File: src/rtl/asl_slow_issue_bridge_pkg.sv
// Shared constants for the slow-issue bridge between the NICE producer
// and the PE array.
package asl_slow_issue_bridge_pkg;

  localparam int ASL_DW              = 32;
  localparam int ASL_BRIDGE_DEPTH    = 4;
  localparam int ASL_DIV_HALF_PERIOD = 8;
  localparam int ASL_ISSUE_CNT_W     = 16;
  localparam int ASL_AW              = $clog2(ASL_BRIDGE_DEPTH);

  typedef logic [ASL_DW-1:0]          asl_word_t;
  typedef logic [ASL_ISSUE_CNT_W-1:0] asl_issue_cnt_t;

endpackage

File: src/rtl/asl_slow_issue_bridge_if.sv
// Producer-side handshake and PE-side issue bus of the slow-issue bridge.
// The producer drives in_*; the PE array observes out_*.
interface asl_slow_issue_bridge_if
  import asl_slow_issue_bridge_pkg::*;
#(
  parameter int DW = ASL_DW
) ();

  logic          in_valid;
  logic          in_ready;
  logic [DW-1:0] in_data;
  logic [DW-1:0] out_data;
  logic          out_valid;

  modport master (
    output in_valid,
    output in_data,
    input  in_ready,
    input  out_data,
    input  out_valid
  );

  modport slave (
    input  in_valid,
    input  in_data,
    output in_ready,
    output out_data,
    output out_valid
  );

endinterface

File: src/rtl/asl_sync_fifo.sv
// Single-clock FIFO with synchronous clear; accepts no write while full,
// even when a read frees a slot in the same cycle.
module asl_sync_fifo
  import asl_slow_issue_bridge_pkg::*;
#(
  parameter int DW    = ASL_DW,
  parameter int DEPTH = ASL_BRIDGE_DEPTH,
  parameter int AW    = $clog2(DEPTH)
) (
  input  logic          clk_i,
  input  logic          rst_ni,
  input  logic          clr_i,
  input  logic          wr_valid_i,
  output logic          wr_ready_o,
  input  logic [DW-1:0] wr_data_i,
  input  logic          rd_i,
  output logic [DW-1:0] rd_data_o,
  output logic          empty_o,
  output logic [AW:0]   count_o
);

  localparam logic [AW:0] FULL_CNT = (AW+1)'(DEPTH);

  logic [DW-1:0] mem_q [DEPTH];
  logic [AW-1:0] wr_ptr_q, wr_ptr_d;
  logic [AW-1:0] rd_ptr_q, rd_ptr_d;
  logic [AW:0]   count_q, count_d;
  logic          full;
  logic          wr;
  logic          rd;

  assign full       = (count_q == FULL_CNT);
  assign empty_o    = (count_q == '0);
  assign wr_ready_o = ~full & ~clr_i;
  assign wr         = wr_valid_i & wr_ready_o;
  assign rd         = rd_i & ~empty_o & ~clr_i;
  assign rd_data_o  = mem_q[rd_ptr_q];
  assign count_o    = count_q;

  always_comb begin
    wr_ptr_d = wr_ptr_q;
    rd_ptr_d = rd_ptr_q;
    count_d  = count_q;
    if (clr_i) begin
      wr_ptr_d = '0;
      rd_ptr_d = '0;
      count_d  = '0;
    end else begin
      if (wr) wr_ptr_d = wr_ptr_q + 1'b1;
      if (rd) rd_ptr_d = rd_ptr_q + 1'b1;
      count_d = count_q + (AW+1)'(wr) - (AW+1)'(rd);
    end
  end

  always_ff @(posedge clk_i or negedge rst_ni) begin
    if (!rst_ni) begin
      wr_ptr_q <= '0;
      rd_ptr_q <= '0;
      count_q  <= '0;
    end else begin
      wr_ptr_q <= wr_ptr_d;
      rd_ptr_q <= rd_ptr_d;
      count_q  <= count_d;
    end
  end

  // Storage needs no reset: a slot is only read after it was written.
  always_ff @(posedge clk_i) begin
    if (wr) mem_q[wr_ptr_q] <= wr_data_i;
  end

endmodule

File: src/rtl/asl_slow_issue_bridge.sv
// Rate-adapting issue stage: buffers producer words at clk_in rate and
// releases one word per rising edge of the divided clock level.
module asl_slow_issue_bridge
  import asl_slow_issue_bridge_pkg::*;
#(
  parameter int DW    = ASL_DW,
  parameter int DEPTH = ASL_BRIDGE_DEPTH,
  parameter int AW    = $clog2(DEPTH)
) (
  input  logic                       clk_in,
  input  logic                       rst_n,
  input  logic                       div_clk,
  input  logic                       flush,
  asl_slow_issue_bridge_if.slave     bus,
  output logic                       slow_tick,
  output logic [AW:0]                fifo_cnt,
  output logic [ASL_ISSUE_CNT_W-1:0] issue_cnt
);

  logic                       div_q;
  logic                       rise;
  logic                       pop;
  logic                       fifo_empty;
  logic [DW-1:0]              fifo_rdata;
  logic [DW-1:0]              out_data_q, out_data_d;
  logic                       out_valid_q, out_valid_d;
  logic                       tick_q, tick_d;
  logic [ASL_ISSUE_CNT_W-1:0] issue_q, issue_d;

  // div_clk is a data level; div_q resets low so a first high is a rise.
  assign rise = div_clk & ~div_q;
  assign pop  = rise & ~fifo_empty & ~flush;

  asl_sync_fifo #(
    .DW    (DW),
    .DEPTH (DEPTH),
    .AW    (AW)
  ) u_fifo (
    .clk_i      (clk_in),
    .rst_ni     (rst_n),
    .clr_i      (flush),
    .wr_valid_i (bus.in_valid),
    .wr_ready_o (bus.in_ready),
    .wr_data_i  (bus.in_data),
    .rd_i       (pop),
    .rd_data_o  (fifo_rdata),
    .empty_o    (fifo_empty),
    .count_o    (fifo_cnt)
  );

  always_comb begin
    out_data_d  = out_data_q;
    out_valid_d = out_valid_q;
    issue_d     = issue_q;
    tick_d      = rise;
    if (flush) begin
      out_valid_d = 1'b0;
      issue_d     = '0;
    end else if (rise) begin
      out_valid_d = pop;
      if (pop) begin
        out_data_d = fifo_rdata;
        issue_d    = issue_q + 1'b1;
      end
    end
  end

  always_ff @(posedge clk_in or negedge rst_n) begin
    if (!rst_n) begin
      div_q       <= 1'b0;
      out_data_q  <= '0;
      out_valid_q <= 1'b0;
      tick_q      <= 1'b0;
      issue_q     <= '0;
    end else begin
      div_q       <= div_clk;
      out_data_q  <= out_data_d;
      out_valid_q <= out_valid_d;
      tick_q      <= tick_d;
      issue_q     <= issue_d;
    end
  end

  assign bus.out_data  = out_data_q;
  assign bus.out_valid = out_valid_q;
  assign slow_tick     = tick_q;
  assign issue_cnt     = issue_q;

endmodule

File: src/flat_wrapper.sv
// flat-port wrapper written by rule: the top's interface ports become plain ports
module asl_slow_issue_bridge_flat import asl_slow_issue_bridge_pkg::*;
#(
  parameter int DW    = ASL_DW,
  parameter int DEPTH = ASL_BRIDGE_DEPTH,
  parameter int AW    = $clog2(DEPTH)
)
  (clk_in, rst_n, div_clk, flush, slow_tick, fifo_cnt, issue_cnt, bus_in_valid, bus_in_data, bus_in_ready, bus_out_data, bus_out_valid);
  asl_slow_issue_bridge_if #(.DW(DW)) bus_i ();
  input  logic clk_in;
  input  logic rst_n;
  input  logic div_clk;
  input  logic flush;
  output logic slow_tick;
  output logic [AW:0] fifo_cnt;
  output logic [ASL_ISSUE_CNT_W-1:0] issue_cnt;
  input wire logic [$bits(bus_i.in_valid)-1:0] bus_in_valid;
  input wire logic [$bits(bus_i.in_data)-1:0] bus_in_data;
  output wire logic [$bits(bus_i.in_ready)-1:0] bus_in_ready;
  output wire logic [$bits(bus_i.out_data)-1:0] bus_out_data;
  output wire logic [$bits(bus_i.out_valid)-1:0] bus_out_valid;
  assign bus_i.in_valid = bus_in_valid;
  assign bus_i.in_data = bus_in_data;
  assign bus_in_ready = bus_i.in_ready;
  assign bus_out_data = bus_i.out_data;
  assign bus_out_valid = bus_i.out_valid;
  asl_slow_issue_bridge #(.DW(DW), .DEPTH(DEPTH), .AW(AW)) u_core (.clk_in(clk_in), .rst_n(rst_n), .div_clk(div_clk), .flush(flush), .bus(bus_i), .slow_tick(slow_tick), .fifo_cnt(fifo_cnt), .issue_cnt(issue_cnt));
endmodule
File: config.mk
export PLATFORM = sky130hd
export DESIGN_NAME = asl_slow_issue_bridge_flat
export DESIGN_NICKNAME = d
export VERILOG_FILES = /design/src/rtl/asl_slow_issue_bridge_pkg.sv /design/src/rtl/asl_slow_issue_bridge_if.sv /design/src/rtl/asl_sync_fifo.sv /design/src/rtl/asl_slow_issue_bridge.sv /design/src/flat_wrapper.sv
export SDC_FILE = /design/constraint.sdc
export NUM_CORES = 1
export LEC_CHECK = 0
export ABC_AREA = 1
export CAP_MARGIN = 10
export CELL_PAD_IN_SITES_DETAIL_PLACEMENT = 0
export CELL_PAD_IN_SITES_GLOBAL_PLACEMENT = 1
export CORE_ASPECT_RATIO = 2
export CORE_MARGIN = 2
export CORE_UTILIZATION = 44
export CTS_CLUSTER_DIAMETER = 200
export CTS_CLUSTER_SIZE = 24
export DETAILED_ROUTE_END_ITERATION = 8
export PLACE_DENSITY_LB_ADDON = 0.1
export SETUP_SLACK_MARGIN = 0.4
export SYNTH_ARGS = -nofsm -noshare
export SYNTH_HDL_FRONTEND = slang
export SYNTH_SLANG_ARGS = --single-unit
File: constraint.sdc
create_clock -name clk_in -period 3.5 [get_ports clk_in]
set_input_delay 0.525 -clock clk_in [delete_from_list [all_inputs] [get_ports clk_in]]
set_output_delay 0.525 -clock clk_in [all_outputs]
set_load 0.005 [all_outputs]
## After elaboration in Yosys (flattened, before gate mapping)

Memory sizes are Yosys's and may differ from the RTL's. A register that Yosys moved wholly into a read port is not among the register bits.
Cells that the tools add are included.

- Bits in writable memories: 128
- Logic and storage cells: 45
- Bits in latches: 0
- ROM bits: 0
- Memories: 1
- Register bits: 26

- Bitwise operators: 11
- $lt $le $gt $ge: 0
- Multiplexer cells: 12
- Equality and inequality tests: 1
- Reduce and logical (&&, ||, !) cells: 8
- Multipliers: 0
- Divide/modulo/power cells: 0
- Add/subtract/negate cells: 5
- Shifts and indexed selects: 0

Memories:

| memory | depth | width | read ports | clocked after Yosys merged registers in | write ports | RTL line | RTL |
|---|---|---|---|---|---|---|---|
| u_core.u_fifo.mem_q | 4 | 32 | 1 | 1 | 1 | asl_sync_fifo.sv:24 | `logic [DW-1:0] mem_q [DEPTH];` |

Operators with widths:

| operator | number |
|---|---|
| $mux 16 | 3 |
| $add 16x1->16 const B | 1 |
| $mux 2 | 4 |
| $reduce_bool 2->1 | 4 |
| $and 1x1->1 | 7 |
| $add 2x1->2 const B | 2 |
| $mux 1 | 4 |
| $not 1->1 | 4 |
| $add 3x1->3 | 1 |
| $eq 3x3->1 const B | 1 |
| $logic_not 3->1 | 1 |
| $mux 3 | 1 |
| $reduce_and 3->1 | 1 |
| $sub 3x1->3 | 1 |
| $reduce_and 2->1 | 1 |
| $logic_not 1->1 | 1 |

## Longest topological paths before layout

Gate-level depths: netlist of the first run.

- Depth in word-level cells: 8
- Mapped depth: 13
- Mapped depth without buffers: 12

## By module

Synthesis of the first run repeated with hierarchy kept, for this count alone.

- Cell total of the unflattened synthesis: 644
- Area total of the unflattened synthesis: 7494.7 µm²

By module, submodules not included:

| module | area each (µm²) | cells each | times used | seq. area each (µm²) |
|---|---|---|---|---|
| asl_sync_fifo | 5235.0 | 371 | 1 | 4018.9 |
| asl_slow_issue_bridge | 2259.7 | 273 | 1 | 1276.2 |

## Least setup slack after synthesis of the first run

OpenSTA, ideal clock, no wires.

- Path kind: reg2reg
- From: register u_core.u_fifo.count_q[1] (netlist: u_core.u_fifo.count_o[1])
- To: memory u_core.u_fifo.mem_q[0][0] (netlist name) (enable)
- Period minus slack after synthesis: 2.624 ns
- Arrival time: 2.203 ns
- Stages on the path, launching flop included: 5
- Setup slack: 0.876 ns
- Library setup time: 0.421 ns
- Path through: dfrtp_1 > nor2_4 > a21oi_2 > nand2_2 > nor2_1

- Word-level cells in the longest chain between the ends: 6

RTL lines:

| what | RTL line | RTL |
|---|---|---|
| start, declared | asl_sync_fifo.sv:27 | `logic [AW:0] count_q, count_d;` |
| start signal, assigned | asl_sync_fifo.sv:63 | `count_q <= count_d;` |
| $eq 3x3->1 | asl_sync_fifo.sv:32 | `assign full = (count_q == FULL_CNT);` |
| $not 1->1 | asl_sync_fifo.sv:34 | `assign wr_ready_o = ~full & ~clr_i;` |
| $and 1x1->1 | asl_sync_fifo.sv:34 |  |
| via bus_in_ready | flat_wrapper.sv:19 | `output wire logic [$bits(bus_i.in_ready)-1:0] bus_in_ready;` |
| $and 1x1->1 | asl_sync_fifo.sv:35 | `assign wr = wr_valid_i & wr_ready_o;` |
| $mux 1 | asl_sync_fifo.sv:69 | `if (wr) mem_q[wr_ptr_q] <= wr_data_i;` |
| $mux 1 (implied by the code) | asl_sync_fifo.sv:69 |  |
| end, declared | asl_sync_fifo.sv:24 |  |

The timed path passes the listed nets, and every way through them passes these cells.

## Worst setup path in the final report of the first run

- From: register u_core.u_fifo.count_q[1] (netlist: u_core.u_fifo.count_o[1])
- To: output port bus_in_ready

- Word-level cells in the longest chain between the ends: 3

RTL lines:

| what | RTL line |
|---|---|
| $eq 3x3->1 | asl_sync_fifo.sv:32 |
| $not 1->1 | asl_sync_fifo.sv:34 |
| $and 1x1->1 | asl_sync_fifo.sv:34 |
| end, declared | flat_wrapper.sv:19 |

No other way between the ends.

==> metrics.txt, run 1 <==
CP max FO 4; Max Root-Sink Buffers 2; clk root buf clkbuf_16; row count 67; Yosys top cell by area edfxtp_1; EDFF count, synth 128; most instantiated library cell after synthesis nand2_1; Post-CTS Hold Buffers 0; Multi-input gate area 0.001901 mm²; CP Launch Type flop; CP cell instances nor2_4, a21oi_2, clkdlybuf4s50_1; Flop pwr share 47.5%; initial DRC count 236; wire length per cell 17.98 µm; proportion of layout cells with a drive suffix above 1 9.608%; Yosys top cell area share 51.47%; max-slew violations 0; Max Clock Freq 0.4479 GHz; Async S/R FF share, synth 31.18%; mapped cell area 0.007467 mm²; postcts setup bufs 0; CTS clock-pin slew for the worst setup and hold paths 0.07 ns; first-pass GRT wire length 26680 µm; Worst path max stage delay 0.54 ns; Die Y 188.2 µm; Final min period 2.233 ns; RSZ-0062 raised after global routing no; Crit Path Class flop to output pin; core area 0.01668 mm²; reg2reg start u_core.u_fifo.count_o[1]; syn nets 679; CTS tree yes; Bufs and invs on worst path 1; period utilization 63.79%; Layout Nets 771; # setup viols final 0; Die Footprint 0.01809 mm²; final hold vios 0; Syn Inst Count 634; pin count of the biggest net entering global routing 66; Setup TNS 0 ns; P_leak 3.530 nW; Least-Margin Pin Slew 1.115 ns; drt pass-1 iters 4; Power per Cell Area 648.9 mW/mm²; Num CTS Buffers 17; Int Pwr 4.393 mW; clock power share 33.0%; delay-heaviest family, CP buffers and inverters; Rel. slew slack 25.53%; PortBufs 90; GPL Wtd Cong 0.7887; sequential fraction of the synthesis area 70.91%; DRC 0; initial antenna violation count 1; Placed Cells 914; top cells by count, synth nand2_1, edfxtp_1, nor2_1; maximum vdd ir drop 0.4791 mV; hold crit path type primary input to asynchronous set/reset pin; Net Sw Frac 26.04%; Finished Layout Cells 947; GRT Residual Overflow 0; Switch Pwr 1.547 mW; vias post-DR 4976; arrival time worst endpoint 1.71 ns; DRT Wirelength 17030 µm; Reg-to-Reg End u_core.u_fifo.count_o[2]; CTS sink cnt 186; post-CTS resize count 0; status finished, final reports clean; CP Capture Type output pin; count of state elements after synthesis 186; total power 5.940 mW; num ports 91; Clock Skews 0.01137 ns; vias in the first global route 5166; H-tree levels 4; Seq. cell area 0.005296 mm²; library cells used by synthesis 33; post-route ant nets 0; CP max stage cell clkdlybuf4s50_1; synth top area cells edfxtp_1, dfrtp_1, nand2_1; Mapped Avg Cell Area 11.78 µm²; critical path depth 3; FF-to-FF path depth 10; Skew-Pair Late Insertion Delay 0.42 ns; Vias/cell 5.254; Area growth syn-to-layout 22.60%; Max-Cap Viols 0; R2R setup slack 1.27 ns; Initial Util 44.76%; WP data required 2.97 ns; Synth warnings 0; post-DP HPWL 10490 µm; Die W 96.12 µm; GRT Util Overall 19.79%; final core occ 54.88%; Synth Flop Type edfxtp_1; Comb power frac 19.5%; Filler Cells Inserted 1450
[cell usage in the layout (no fill, tap or decap), types with 3 or more instances in the layout]
master	synthesis	layout
nor2_4	2	6
clkbuf_16	0	19
nand2_2	5	5
clkinv_2	0	5
o21bai_1	3	3
nand2_1	143	143
o22ai_1	32	32
o21ai_0	50	50
inv_2	6	6
buf_4	3	11
clkdlybuf4s50_1	0	89
o21ai_1	21	21
a21oi_1	6	6
inv_1	21	21
inv_6	0	3
edfxtp_1	128	128
nand3_1	10	10
nor2_1	90	86
nor2_2	4	4
dfrtp_1	58	57
nand4_1	7	7
ha_1	7	7
[cell type report]
cell class | instances | area share [%]
Inverter | 28 | 1.175
Clock buffer | 19 | 5.193
Timing Repair Buffer | 101 | 10.69
Sequential cell | 186 | 57.85
Antenna cell | 1 | 0.02733
Multi-Input combinational cell | 392 | 20.76
Clock inverter | 13 | 1.476
Tap cell | 207 | 2.829
[worst register-to-register path, stage by stage (launching register included)]
cell	delay (ns)
dfrtp_1	0.50
nor2_4	0.07
a21oi_2	0.19
nand2_2	0.20
ha_1	0.33
inv_1	0.05
ha_1	0.13
inv_1	0.04
fa_1	0.38
xor2_1	0.17
nor2_1	0.10
[how the worst max path moves through the flow]
stage / from / end / slack [ns]
after floorplan: u_core.u_fifo.count_o[1] / u_core.u_fifo.mem_q[0][0] / 0.88
after global placement: flush / u_core.u_fifo.count_o[2] / 0.92
after detailed placement: flush / u_core.u_fifo.count_o[2] / 0.89
after CTS: u_core.u_fifo.count_o[1] / bus_in_ready / 1.24
after global routing: u_core.u_fifo.count_o[1] / u_core.u_fifo.count_o[2] / 1.10
final: u_core.u_fifo.count_o[1] / bus_in_ready / 1.27
[routing by layer]
layer / vias to the layer above / part of all wire, % / routed length, µm / track usage (%)
met3: 14 / 3.2 / 543 / 3.279
li1: 2371 / - / - / -
met4: 0 / 1.5 / 248 / 7.253
met1: 2483 / 39 / 6638 / 21.75
met2: 108 / 56 / 9598 / 36.78
met5: - / 0 / 0 / 0
[kinds of logic after synthesis]
family          count (synthesis)  synth area share, %
buf+inv                        56                4.038
fa+ha+maj                       8                1.441
compound gates                115                8.546
xor+xnor                        3               0.3519
flops                         186                70.91
simple gates                  266                14.71
[stage by stage]
| stage | hold slack, ns | worst slack [ns] | area (µm²) |
|---|---|---|---|
| floorplan | 0.2294 | 0.8762 | 7467 |
| CTS | 0.2947 | 1.239 | 9153 |
| global placement | 0.4634 | 0.9241 | 8542 |
| detailed placement | 0.4644 | 0.8913 | 8542 |
| global route | 0.3430 | 1.099 | 9155 |
| finish | 0.2797 | 1.267 | 9155 |
[state kept, by name, summed over array words and instances, names as in the netlist]
name,cells
u_core.bus.out_data,32
u_core.bus.out_valid,1
u_core.div_q,1
u_core.issue_cnt,16
u_core.slow_tick,1
u_core.u_fifo.count_o,3
u_core.u_fifo.mem_q,128
u_core.u_fifo.rd_ptr_q,2
u_core.u_fifo.wr_ptr_q,2
[power by group through the flow]
stage | Clock [mW] | Combinational (mW) | Sequential (mW)
after floorplan | 0 | 0.533 | 2.87
after global placement | 0 | 1.14 | 2.86
after detailed placement | 0 | 1.17 | 2.87
after CTS | 2.00 | 1.18 | 2.83
after global routing | 2.08 | 1.29 | 2.86
final | 1.96 | 1.16 | 2.82
No activity file was read; power rests on OpenSTA's default activity.
==> run 2: changes to the inputs <==
clock period = 2.2 ns   (was 3.5 ns; I/O delays follow)
==> metrics.txt, run 2 (same netlist as run 1, synthesis figures left out) <==
pin count of the biggest net entering global routing 41; Die W 96.12 µm; CTS sink cnt 186; Net Sw Frac 26.17%; # setup viols final 0; Comb power frac 21.7%; initial antenna violation count 0; post-DP HPWL 11030 µm; vias post-DR 5068; clk root buf clkbuf_16; first-pass GRT wire length 26880 µm; Num CTS Buffers 17; Clock Skews 0.008272 ns; Worst path max stage delay 0.51 ns; CTS tree yes; Critical Path End u_core.u_fifo.count_o[1]; Max-Cap Viols 0; Final min period 1.906 ns; period utilization 86.65%; Initial Util 44.76%; DRT Wirelength 17450 µm; CP max FO 3; final core occ 57.28%; initial DRC count 194; P_leak 3.681 nW; Crit. Startpoint u_core.u_fifo.count_o[1]; CP max stage cell fa_2; wire length per cell 17.92 µm; Skew-Pair Late Insertion Delay 0.42 ns; Least-Margin Pin Slew 0.6336 ns; Die Footprint 0.01809 mm²; PortBufs 90; Largest register FFs 128; commonest non-fill, non-tap cell in the layout nand2_1; GPL Wtd Cong 0.7846; arrival time worst endpoint 2.22 ns; maximum vdd ir drop 0.6266 mV; CTS clock-pin slew for the worst setup and hold paths 0.07 ns; n_diodes 0; core area 0.01668 mm²; Layout Nets 799; Rel. slew slack 57.70%; Flop pwr share 48.0%; Reg-to-Reg End u_core.u_fifo.count_o[1]; H-tree levels 4; Switch Pwr 2.458 mW; final setup margin 0.2938 ns; Worst Hold Depth 1; DRC 0; most frequent cells in the layout nand2_1, edfxtp_1, clkdlybuf4s50_1; CP Capture Type flop; FF-to-FF path depth 10; Area growth syn-to-layout 27.97%; num ports 91; drt pass-1 iters 5; Max Root-Sink Buffers 2; final hold vios 0; Setup TNS 0 ns; largest reg by FF count u_core.u_fifo.mem_q; Finished Layout Cells 974; Crit Path Class flop to flop; WP data required 2.51 ns; GRT Residual Overflow 0; max-slew violations 0; Max Clock Freq 0.5246 GHz; row count 67; CP Launch Type flop; WHS 0.3773 ns; RSZ-0062 raised after global routing yes; Vias/cell 5.203; Die Y 188.2 µm; status finished, final reports clean; GRT Util Overall 20.11%; proportion of layout cells with a drive suffix above 1 13.56%; Placed Cells 930; Int Pwr 6.933 mW; Power per Cell Area 982.8 mW/mm²; reg2reg start u_core.u_fifo.count_o[1]; dpl ws -0.03796 ns; R2R setup slack 0.29 ns; post-route ant nets 0; clock power share 30.3%; vias in the first global route 5220; hold crit path type primary input to flop; CP cell instances nor2_4, a21oi_2, buf_4, nand2_4, ha_4, inv_2, ha_4, inv_2, fa_2, nor2_1
==> run 2: power by group through the flow <==
stage / combinational [mW] / sequential (mW) / clock, mW
after floorplan: 0.862 / 4.56 / 0
after global placement: 1.91 / 4.57 / 0
after detailed placement: 1.94 / 4.58 / 0
after CTS: 2.01 / 4.51 / 2.90
after global routing: 2.28 / 4.56 / 3.04
final: 2.04 / 4.51 / 2.84
==> run 2: worst max-delay path, delay by kind of cell, from the launching register on <==
| kind | cells | cell delay [ns] |
|---|---|---|
| AO/OA/AOI/OAI | 1 | 0.08 |
| buffers and inverters | 3 | 0.23 |
| flip-flops | 1 | 0.44 |
| AND/OR/NAND/NOR | 3 | 0.22 |
| adder cells (fa/ha/maj) | 3 | 0.83 |
==> run 2: repair_timing <==
action / CTS / global route
pin swaps: 3 / 1
endpoints found under the hold margin: 21 / 0
gates cloned: 0 / 3
endpoints found under the setup margin: 3 / 107
hold buffers: 1 / 0
setup buffers: 6 / 2
resized for setup: 8 / 19
==> run 2: per-stage QoR <==
| step | area, µm² | total power [mW] |
|---|---|---|
| after floorplan | 7490 | 5.422 |
| after global placement | 8753 | 6.476 |
| after detailed placement | 8753 | 6.521 |
| after CTS | 9388 | 9.427 |
| after global routing | 9555 | 9.878 |
| final | 9555 | 9.391 |
==> run 2: routing by layer <==
| layer | GRT usage, % | share of wire (%) | vias up |
|---|---|---|---|
| met1 | 21.95 | 38 | 2495 |
| met5 | 0 | 0 | - |
| li1 | - | - | 2430 |
| met3 | 4.078 | 3.5 | 18 |
| met4 | 8.242 | 1.9 | 0 |
| met2 | 36.59 | 57 | 125 |
==> run 2: cell type report <==
class / instances / area, µm²
clock buffers: 23 / 457.9
flip-flops and latches: 186 / 5304
repair buffers: 129 / 1403
fillers: 1387 / 7127
multi-input cells: 392 / 1933
inverters: 28 / 107.6
well taps: 207 / 259.0
clock inverters: 9 / 91.34
==> run 2: worst min-delay path by stage <==
stage	start	end	slack (ns)
after floorplan	rst_n	u_core.bus.out_data[0]	0.03
after global placement	rst_n	u_core.div_q	0.36
after detailed placement	rst_n	u_core.div_q	0.36
after CTS	div_clk	u_core.div_q	0.36
after global routing	div_clk	u_core.div_q	0.36
final	div_clk	u_core.div_q	0.38
